<file path="src/rtl/mem_arb_pkg.sv">
// rtl/mem_arb_pkg.sv - shared types, defaults and round-robin pick helper for mem_rr_arbiter
package mem_arb_pkg;

    localparam int DW_DEF    = 32;
    localparam int AW_DEF    = 32;
    localparam int DEPTH_DEF = 256;
    localparam int MAX_NREQ  = 8;
    localparam int ID_W      = $clog2(MAX_NREQ);

    typedef struct packed {
        logic            vld;
        logic [ID_W-1:0] id;
        logic            rd;
        logic            err;
    } rsp_tag_t;

    typedef struct packed {
        logic            found;
        logic [ID_W-1:0] idx;
    } pick_t;

    // Scan from the far end back toward ptr so the nearest valid requester wins.
    function automatic pick_t rr_pick(input logic [MAX_NREQ-1:0] valid,
                                      input logic [ID_W-1:0]     ptr,
                                      input int                  n);
        pick_t p;
        int    k;
        p = '0;
        for (int i = MAX_NREQ - 1; i >= 0; i--) begin
            if (i < n) begin
                k = int'(ptr) + i;
                if (k >= n) k = k - n;
                if (valid[k]) begin
                    p.found = 1'b1;
                    p.idx   = ID_W'(k);
                end
            end
        end
        return p;
    endfunction

endpackage

</file>
<file path="src/rtl/mem_rr_arbiter_if.sv">
// rtl/mem_rr_arbiter_if.sv - requester command/response bundle for mem_rr_arbiter
interface mem_rr_arbiter_if #(
    parameter int NREQ = 4,
    parameter int DW   = 32,
    parameter int AW   = 32
);
    logic [NREQ-1:0]    req_valid;
    logic [NREQ-1:0]    req_ready;
    logic [NREQ-1:0]    req_we;
    logic [NREQ*AW-1:0] req_addr;
    logic [NREQ*DW-1:0] req_wdata;
    logic [NREQ-1:0]    rsp_valid;
    logic               rsp_err;
    logic [DW-1:0]      rsp_rdata;

    modport master (
        output req_valid, req_we, req_addr, req_wdata,
        input  req_ready, rsp_valid, rsp_err, rsp_rdata
    );

    modport slave (
        input  req_valid, req_we, req_addr, req_wdata,
        output req_ready, rsp_valid, rsp_err, rsp_rdata
    );
endinterface

</file>
<file path="src/rtl/rr_grant.sv">
// rtl/rr_grant.sv - round-robin pointer register and combinational grant select
module rr_grant
    import mem_arb_pkg::*;
#(
    parameter int NREQ = 4
) (
    input  logic            clk,
    input  logic            rst,
    input  logic [NREQ-1:0] valid,
    output logic            grant_vld,
    output logic [ID_W-1:0] grant_idx,
    output logic [NREQ-1:0] ready
);

    logic [ID_W-1:0]     ptr;
    logic [MAX_NREQ-1:0] vpad;
    pick_t               pick;

    always_comb begin
        vpad            = '0;
        vpad[NREQ-1:0]  = valid;
        pick            = rr_pick(vpad, ptr, NREQ);
        grant_vld       = pick.found && !rst;
        grant_idx       = pick.idx;
        ready           = '0;
        if (grant_vld) ready[pick.idx] = 1'b1;
    end

    // A grant always lands on a valid requester, so every grant is a transfer.
    always_ff @(posedge clk) begin
        if (rst) begin
            ptr <= '0;
        end else if (grant_vld) begin
            if (pick.idx == ID_W'(NREQ - 1)) ptr <= '0;
            else                             ptr <= pick.idx + ID_W'(1);
        end
    end

endmodule

</file>
<file path="src/rtl/mem_rr_arbiter.sv">
// rtl/mem_rr_arbiter.sv - round-robin sharing of one memory unit with tagged read-data return
module mem_rr_arbiter
    import mem_arb_pkg::*;
#(
    parameter int NREQ   = 4,
    parameter int DW     = DW_DEF,
    parameter int AW     = AW_DEF,
    parameter int DEPTH  = DEPTH_DEF,
    parameter int RD_LAT = 1
) (
    input  logic          clk,
    input  logic          rst,
    mem_rr_arbiter_if.slave req,
    output logic          mem_wr_en,
    output logic [AW-1:0] mem_wr_addr,
    output logic [DW-1:0] mem_d_in,
    output logic          mem_rd_req,
    output logic [AW-1:0] mem_rd_addr,
    input  logic [DW-1:0] mem_data_out
);

    localparam int LAT = (RD_LAT < 1) ? 1 : RD_LAT;

    logic            gnt_vld;
    logic [ID_W-1:0] gnt_idx;
    logic [AW-1:0]   g_addr;
    logic [DW-1:0]   g_wdata;
    logic            g_we;
    logic            in_range;
    rsp_tag_t        pipe [LAT];
    rsp_tag_t        tail;
    logic            tail_live;

    rr_grant #(.NREQ(NREQ)) u_grant (
        .clk       (clk),
        .rst       (rst),
        .valid     (req.req_valid),
        .grant_vld (gnt_vld),
        .grant_idx (gnt_idx),
        .ready     (req.req_ready)
    );

    always_comb begin
        g_addr      = req.req_addr[int'(gnt_idx)*AW +: AW];
        g_wdata     = req.req_wdata[int'(gnt_idx)*DW +: DW];
        g_we        = req.req_we[gnt_idx];
        in_range    = g_addr < AW'(DEPTH);
        mem_wr_en   = 1'b0;
        mem_wr_addr = '0;
        mem_d_in    = '0;
        mem_rd_req  = 1'b0;
        mem_rd_addr = '0;
        if (gnt_vld && in_range) begin
            if (g_we) begin
                mem_wr_en   = 1'b1;
                mem_wr_addr = g_addr;
                mem_d_in    = g_wdata;
            end else begin
                mem_rd_req  = 1'b1;
                mem_rd_addr = g_addr;
            end
        end
    end

    // Every response type rides the same depth so responses stay ordered and one per cycle.
    always_ff @(posedge clk) begin
        if (rst) begin
            for (int k = 0; k < LAT; k++) pipe[k] <= '0;
        end else begin
            pipe[0] <= '{vld: gnt_vld, id: gnt_idx, rd: !g_we, err: !in_range};
            for (int k = 1; k < LAT; k++) pipe[k] <= pipe[k-1];
        end
    end

    // Reset masks the tail too, so a read caught by reset never produces a strobe.
    always_comb begin
        tail          = pipe[LAT-1];
        tail_live     = tail.vld && !rst;
        req.rsp_valid = '0;
        if (tail_live) req.rsp_valid[tail.id] = 1'b1;
        req.rsp_err   = tail_live && tail.err;
        req.rsp_rdata = (tail_live && tail.rd && !tail.err) ? mem_data_out : '0;
    end

endmodule

</file>
<file path="src/flat_wrapper.sv">
// flat-port wrapper written by rule: the top's interface ports become plain ports
module mem_rr_arbiter_flat import mem_arb_pkg::*;
#(
    parameter int NREQ   = 4,
    parameter int DW     = DW_DEF,
    parameter int AW     = AW_DEF,
    parameter int DEPTH  = DEPTH_DEF,
    parameter int RD_LAT = 1
)
  (clk, rst, mem_wr_en, mem_wr_addr, mem_d_in, mem_rd_req, mem_rd_addr, mem_data_out, req_req_valid, req_req_we, req_req_addr, req_req_wdata, req_req_ready, req_rsp_valid, req_rsp_err, req_rsp_rdata);
  mem_rr_arbiter_if #(.NREQ(NREQ), .DW(DW), .AW(AW)) req_i ();
  input  logic clk;
  input  logic rst;
  output logic mem_wr_en;
  output logic [AW-1:0] mem_wr_addr;
  output logic [DW-1:0] mem_d_in;
  output logic mem_rd_req;
  output logic [AW-1:0] mem_rd_addr;
  input  logic [DW-1:0] mem_data_out;
  input wire logic [$bits(req_i.req_valid)-1:0] req_req_valid;
  input wire logic [$bits(req_i.req_we)-1:0] req_req_we;
  input wire logic [$bits(req_i.req_addr)-1:0] req_req_addr;
  input wire logic [$bits(req_i.req_wdata)-1:0] req_req_wdata;
  output wire logic [$bits(req_i.req_ready)-1:0] req_req_ready;
  output wire logic [$bits(req_i.rsp_valid)-1:0] req_rsp_valid;
  output wire logic [$bits(req_i.rsp_err)-1:0] req_rsp_err;
  output wire logic [$bits(req_i.rsp_rdata)-1:0] req_rsp_rdata;
  assign req_i.req_valid = req_req_valid;
  assign req_i.req_we = req_req_we;
  assign req_i.req_addr = req_req_addr;
  assign req_i.req_wdata = req_req_wdata;
  assign req_req_ready = req_i.req_ready;
  assign req_rsp_valid = req_i.rsp_valid;
  assign req_rsp_err = req_i.rsp_err;
  assign req_rsp_rdata = req_i.rsp_rdata;
  mem_rr_arbiter #(.NREQ(NREQ), .DW(DW), .AW(AW), .DEPTH(DEPTH), .RD_LAT(RD_LAT)) u_core (.clk(clk), .rst(rst), .req(req_i), .mem_wr_en(mem_wr_en), .mem_wr_addr(mem_wr_addr), .mem_d_in(mem_d_in), .mem_rd_req(mem_rd_req), .mem_rd_addr(mem_rd_addr), .mem_data_out(mem_data_out));
endmodule
</file>
<file path="config.mk">
export PLATFORM = sky130hd
export DESIGN_NAME = mem_rr_arbiter_flat
export DESIGN_NICKNAME = d
export VERILOG_FILES = /design/src/rtl/mem_arb_pkg.sv /design/src/rtl/mem_rr_arbiter_if.sv /design/src/rtl/rr_grant.sv /design/src/rtl/mem_rr_arbiter.sv /design/src/flat_wrapper.sv
export SDC_FILE = /design/constraint.sdc
export NUM_CORES = 1
export LEC_CHECK = 0
export CAP_MARGIN = 20
export CORE_AREA = 8 8 165 167
export DETAILED_ROUTE_END_ITERATION = 10
export DIE_AREA = 0 0 173 175
export PLACE_DENSITY = 0.56
export SLEW_MARGIN = 20
export SYNTH_ARGS = -nofsm -noshare
export SYNTH_HDL_FRONTEND = slang
export SYNTH_SLANG_ARGS = --single-unit
</file>
<file path="constraint.sdc">
create_clock -name clk -period 6.46 [get_ports clk]
set_input_delay 1.292 -clock clk [delete_from_list [all_inputs] [get_ports clk]]
set_output_delay 1.292 -clock clk [all_outputs]
set_load 0.01 [all_outputs]
</file>
## Word-level counts from Yosys, hierarchy flattened

Memory sizes are Yosys's and may differ from the RTL's.
Index checks and enable logic that the tools add are counted.
Widths: inputs -> output; s select.

- Bits in registers: 3
- Bits in writable memories: 6
- Output and inout bits: 139
- Memories kept: 1

- Add/subtract/negate cells: 8
- $lt $le $gt $ge: 13
- Eq/ne operators: 1
- Shift operators: 2
- Multiplexer cells: 45
- Reductions and logical operators: 13

Memories:

| memory | words | width | rd ports | clocked after Yosys merged registers in | write ports | RTL line | RTL |
|---|---|---|---|---|---|---|---|
| u_core.pipe | 1 | 6 | 1 | 0 | 1 | mem_rr_arbiter.sv:30 | `rsp_tag_t pipe [LAT];` |

Operators by type and width:

| kind | count |
|---|---|
| $mux 32 | 11 |
| $shiftx 128x9->32 | 2 |
| $lt 32x5->1 const B | 4 |
| $ge 32x4->1 const B | 1 |
| $lt 32x9->1 const B | 1 |
| $sub 32x4->32 const B | 1 |
| $mux 4 | 6 |
| $mux 1 | 19 |
| $bmux 1 s3 | 4 |
| $sub 4x3->5 const B | 2 |
| $add 3x2->4 const B | 2 |
| $ge 4x3->1 const B | 2 |
| $logic_and 1x1->1 | 8 |
| $ge 3x1->1 const B | 2 |
| $lt 3x3->1 const B | 2 |
| $mux 6 | 1 |
| $reduce_or 6->1 | 1 |
| $add 3x1->4 const B | 1 |
| $demux 1 s2 | 2 |
| $logic_not 1->1 | 4 |
| $sub 3x3->4 const B | 1 |
| $add 3x1->3 const B | 1 |
| $eq 3x2->1 const B | 1 |
| $ge 3x3->1 const B | 1 |
| other kinds (2) | 2 |

## Longest topological paths before layout

- Depth after elaboration: 15
- Gate-level depth with buffers: 18
- Gate-level depth less buffers: 12

## Modules after synthesis

A second synthesis with hierarchy kept.

- Cell total of the unflattened synthesis: 341
- Area, all modules: 3183.1 um^2

By module, submodules not included:

| module | instances | cells each | area each (um^2) | seq. area each (um^2) |
|---|---|---|---|---|
| mem_rr_arbiter | 1 | 274 | 2507.4 | 120.1 |
| rr_grant | 1 | 67 | 675.6 | 60.1 |

## Worst setup path before layout

OpenSTA, ideal clock, no wires.

- Path type: flip-flop to output port
- Start: register u_core.u_grant.ptr[0]
- End: output mem_d_in[0]
- Arrival: 4.212 ns
- Data required time: 5.168 ns
- Setup slack: 0.956 ns
- Cell stages (with the launch flop): 18
- Buffers on the path: 6
- Cells stage by stage: dfxtp_1 buf_4 clkbuf_1 inv_1 clkbuf_1 ha_1 mux4_2 o21ai_2 o211a_2 nor2_2 buf_4 nor4_2 o2bb2ai_1 or4_1 a221o_1 buf_6 buf_6 nor4_2

- Longest elaborated chain between the ends: 14
- Elaborated cells on any way between the ends: 40
- Those cells by class: add/sub (7); order compare (5); shift (2); mux (24); reduce/logical (2)

Ends and longest elaborated chain:

| what | RTL line | RTL |
|---|---|---|
| from (decl) | rr_grant.sv:15 | `logic [ID_W-1:0] ptr;` |
| from (signal assigned) | rr_grant.sv:35 | `else ptr <= pick.idx + ID_W'(1);` |
| $add 3x2->4 | mem_arb_pkg.sv:31 | `k = int'(ptr) + i;` |
| $sub 32x4->32 or $ge 32x4->1 (tied branches) | mem_arb_pkg.sv:32 | `if (k >= n) k = k - n;` |
| $mux 32 | mem_arb_pkg.sv:32 |  |
| $bmux 1 s3 | mem_arb_pkg.sv:33 | `if (valid[k]) begin` |
| $mux 1 (not written as such) (2 in series) | mem_arb_pkg.sv:33 |  |
| $mux 4 (3 in series) | mem_arb_pkg.sv:33 |  |
| $mux 4 (*) | mem_arb_pkg.sv:33 |  |
| $shiftx 128x9->32 or $bmux 1 s2 (tied branches) | mem_rr_arbiter.sv:44, mem_rr_arbiter.sv:46 |  |
| $lt 32x9->1 or $mux 1 (tied branches) | mem_rr_arbiter.sv:47, mem_rr_arbiter.sv:46 |  |
| $logic_and 1x1->1 or $mux 32 (tied branches) | mem_rr_arbiter.sv:53, mem_rr_arbiter.sv:54 |  |
| $mux 32 (*) | mem_rr_arbiter.sv:53 | `if (gnt_vld && in_range) begin` |
| to (decl) | flat_wrapper.sv:16 | `output logic [DW-1:0] mem_d_in;` |

Every way passes the cells marked *; elsewhere a longest branch is shown, timed or not. The select of a mux whose other input is x is not followed.

## Worst setup path in the final report

- Start: input req_req_valid[0]
- End: output mem_rd_addr[2]

- Longest elaborated chain between the ends: 11
- Elaborated cells on any way between the ends: 24
- Those cells by class: order compare (1); shift (1); mux (20); reduce/logical (2)

Ends and longest elaborated chain:

| what | RTL line | RTL |
|---|---|---|
| from (decl) | flat_wrapper.sv:20 | `input wire logic [$bits(req_i.req_valid)-1:0] req_req_valid;` |
| $bmux 1 s3 | mem_arb_pkg.sv:33 |  |
| $mux 1 (not written as such) (2 in series) | mem_arb_pkg.sv:33 |  |
| $mux 4 (3 in series) | mem_arb_pkg.sv:33 |  |
| $mux 4 (*) | mem_arb_pkg.sv:33 |  |
| $shiftx 128x9->32 or $bmux 1 s2 (tied branches) | mem_rr_arbiter.sv:44, mem_rr_arbiter.sv:46 |  |
| $lt 32x9->1 or $mux 1 (tied branches) | mem_rr_arbiter.sv:47, mem_rr_arbiter.sv:46 |  |
| $logic_and 1x1->1 or $mux 32 (tied branches) | mem_rr_arbiter.sv:53, mem_rr_arbiter.sv:54 |  |
| $mux 32 (*) | mem_rr_arbiter.sv:53 |  |
| to (decl) | flat_wrapper.sv:18 | `output logic [AW-1:0] mem_rd_addr;` |

Marks and branches as above.

==> summary.txt <==
Floorplanning
  • Die W: 173 um
  • I/O pins: 437
  • Die H: 175 um
  • Die area: 30300 um2
  • FP Rows: 58
  • Initial Util: 0.201
  • Core box area: 24700 um2

Logic synthesis
  • Synth area leaders: mux2i_1, nand2_1, nor4_2
  • Sequential area share after synthesis: 0.0364
  • Synth cell count leaders: nand2_1, mux2i_1, a21oi_1
  • Number of enable flip-flop cells after synthesis: 0
  • Cell count after synthesis: 718
  • Post-synthesis register bit count: 9
  • Synth warn: 0
  • Largest area contributor in the netlist: mux2i_1
  • Average cell area after synthesis: 6.90 um2
  • Main synth FF type: dfxtp_1
  • Synth top area share: 0.127
  • Count leader, synth: nand2_1
  • Number of distinct library cells after synthesis: 67
  • Post-synthesis async set-or-reset flop share: 0
  • Synthesized area: 4960 um2

Worst setup path
  • Crit path cell chain: clkdlybuf4s50_1 -> mux4_2 -> o211ai_2 -> and4_4 -> mux2i_1 -> mux2i_1 -> or4_1 -> a221o_4 -> nor4_2 -> clkdlybuf4s50_1
  • CP Class: input pin to output pin
  • Crit path launch type: input pin
  • Worst EP arrival: 4980 ps
  • Slowest CP cell: clkdlybuf4s50_1
  • Worst Path Max Fanout: 6
  • CP peak stage delay: 630 ps
  • Worst Setup End Kind: output pin
  • WP data required: 5170 ps

Pwr
  • Fraction of power consumed by the clock network: 0.035
  • Switching pwr: 1.79 mW
  • Tot Pwr: 3.12 mW
  • Power per cell area: 332 nW/um2
  • Net Sw Frac: 0.575
  • Comb power frac: 0.934
  • Sequential Power Share: 0.031
  • Leakage: 4.23 nW
  • P_int: 1.33 mW
  • Peak supply drop: 0.216 mV

Finish
  • Reg area: 184 um2
  • Multi-input logic area: 4300 um2
  • Nets@finish: 1398
  • # diodes: 0
  • Design area: 9410 um2
  • Area delta synth->final: 90.0%
  • Layout fillers: 2546
  • Share of cells above drive strength 1: 0.121

Route
  • Detailed Routing Iterations Pass 1: 5
  • Drt drc: 0
  • WL/cell: 20.3 um
  • Number of vias per cell: 4.80
  • DRT Wirelength: 28800 um
  • Via count: 6806
  • Drt first-iter violations: 441
  • Final ANT Viol Nets: 0

GRT
  • Vias in the first global route: 6944
  • Pin count of the biggest net entering global routing: 51
  • Met3 Use GR: 0.0408
  • Global route overflow: 0
  • Initial antenna violation count: 0
  • GRT Max-Usage Layer: met2
  • GR Layer Usage met1: 0.212
  • Met2 Usage GRT: 0.316
  • First-pass GRT wire length: 42200 um
  • GRT Util Overall: 0.176

Clock network
  • Clock Latency Late Sink: 230 ps
  • Clk sinks: 9
  • CTS Buf Count: 3
  • CTS tree: yes
  • Clock-pin slew on the worst setup and hold paths: 40 ps
  • H-tree depth: 1
  • Root Buffer: clkbuf_16
  • CTS Buffer Depth: 2
  • # hold bufs at CTS: 0

Place
  • PortBufs: 388
  • Area after DPL: 9220 um2
  • Final GP Congestion: 0.918
  • DPL Wire Length: 23800 um

STA
  • Setup violators final: 0
  • Clock Skew: 0.180 ps
  • Hold Violations, Final: 0
  • Part of the cycle the worst path needs: 0.971
  • Worst-Margin Slew: 650 ps
  • Fin crit period: 6270 ps
  • Final Slew Violations: 0
  • RSZ-0062 raised after global routing: no
  • Headroom to the max-slew limit: 0.564
  • Max frequency: 0.159 GHz

Outcome
  • Status: finished, final reports clean

Min path
  • Worst Hold Class: register to register

Run
  • Max Cap Viol: 0
==> worst max-delay path: cells and delay by family <==
family          cells  cell delay [ps]
buf+inv             2             1110
compound gates      2              620
simple gates        3             1160
mux                 3              800
==> cells in the final DEF, fill, tap and decap left out, drive strengths merged, types with 3 or more instances in the layout <==
cell type,Yosys,routed
clkdlybuf4s50,0,339
nand2,167,167
nor4,64,64
mux2i,63,63
a21oi,52,52
conb,1,49
buf,73,49
and2,36,36
dlymetal6s2s,0,35
o211ai,34,34
a32oi,32,32
o21ai,20,20
nor2,18,18
dlygate4sd2,0,14
ha,11,11
a221o,9,9
dfxtp,9,9
inv,8,8
nand3,5,5
and3,5,5
clkbuf,46,4
mux2,4,4
nand3b,3,3
mux4,3,3
nor3,3,3
a22o,3,3
o41ai,3,3
or4,3,3
a21boi,3,3
a31oi,3,3
==> through the flow <==
stage | setup WS [ps] | setup TNS, ps | hold WS (ps) | instances | util
after global placement | -48.2 | -131 | 571 | 1411 | 0.374
after global routing | 35.8 | 0 | 634 | 1418 | 0.382
after floorplan | 956 | 0 | 530 | 766 | -
after CTS | 2.24 | 0 | 580 | 1415 | 0.376
after detailed placement | -48.5 | -447 | 572 | 1411 | 0.374
final | 189 | 0 | 579 | 1418 | 0.382
==> power by group through the flow <==
stage	Combinational, mW	Clock, mW	Sequential, mW
2_1_floorplan	1.86	0	0.0834
3_3_place_gp	2.91	0	0.0964
3_5_place_dp	2.91	0	0.0968
4_1_cts	2.92	0.110	0.0962
5_1_grt	3.18	0.114	0.100
6_report	2.92	0.108	0.0974
==> path summary, 6_finish.rpt <==
kind / slack (ps) / from / end / cells after the start
min reg2reg: 580 / u_core.u_grant.ptr[2] / u_core.u_grant.ptr[2] / 2
max reg2reg: 2380 / u_core.u_grant.ptr[1] / u_core.pipe[0][0] / 12
min: 580 / u_core.u_grant.ptr[2] / u_core.u_grant.ptr[2] / 2
max: 190 / req_req_valid[0] / mem_rd_addr[2] / 10
==> timing repair <==
item,in CTS,in global routing
buffers inserted,0,3
cloned,0,0
gates resized for setup,15,38
setup endpoints to repair,38,36
pin swaps,1,2
==> state kept, by name (all words and copies together) (netlist names) <==
name / count
u_core.pipe: 6
u_core.u_grant.ptr: 3
==> cell families (layout without fill, tap and decap cells) <==
kind of cell	Yosys count	count (layout)	synth area share
and+or+nand+nor	320	320	0.380
AOI/OAI and AO/OA	178	178	0.255
buffers and inverters	127	449	0.146
muxes	70	70	0.151
adders and majority gates	11	11	0.0278
DFF	9	9	0.0364
xor gates and xnor gates	2	2	0.00354
other	1	49	0.000757
==> metal layers <==
metal,wire [um],part of all wire
met5,0,0
met1,11800,0.41
met2,14500,0.50
met4,450,0.016
met3,2080,0.072
==> cell type report <==
class                   instances  share of cell area
clock buffers                   4             0.00837
multi-input cells             630               0.457
well taps                     330              0.0439
inverters                       8             0.00319
repair buffers                437               0.468
flip-flops and latches          9              0.0195
Power figures use the tool's default switching activity.
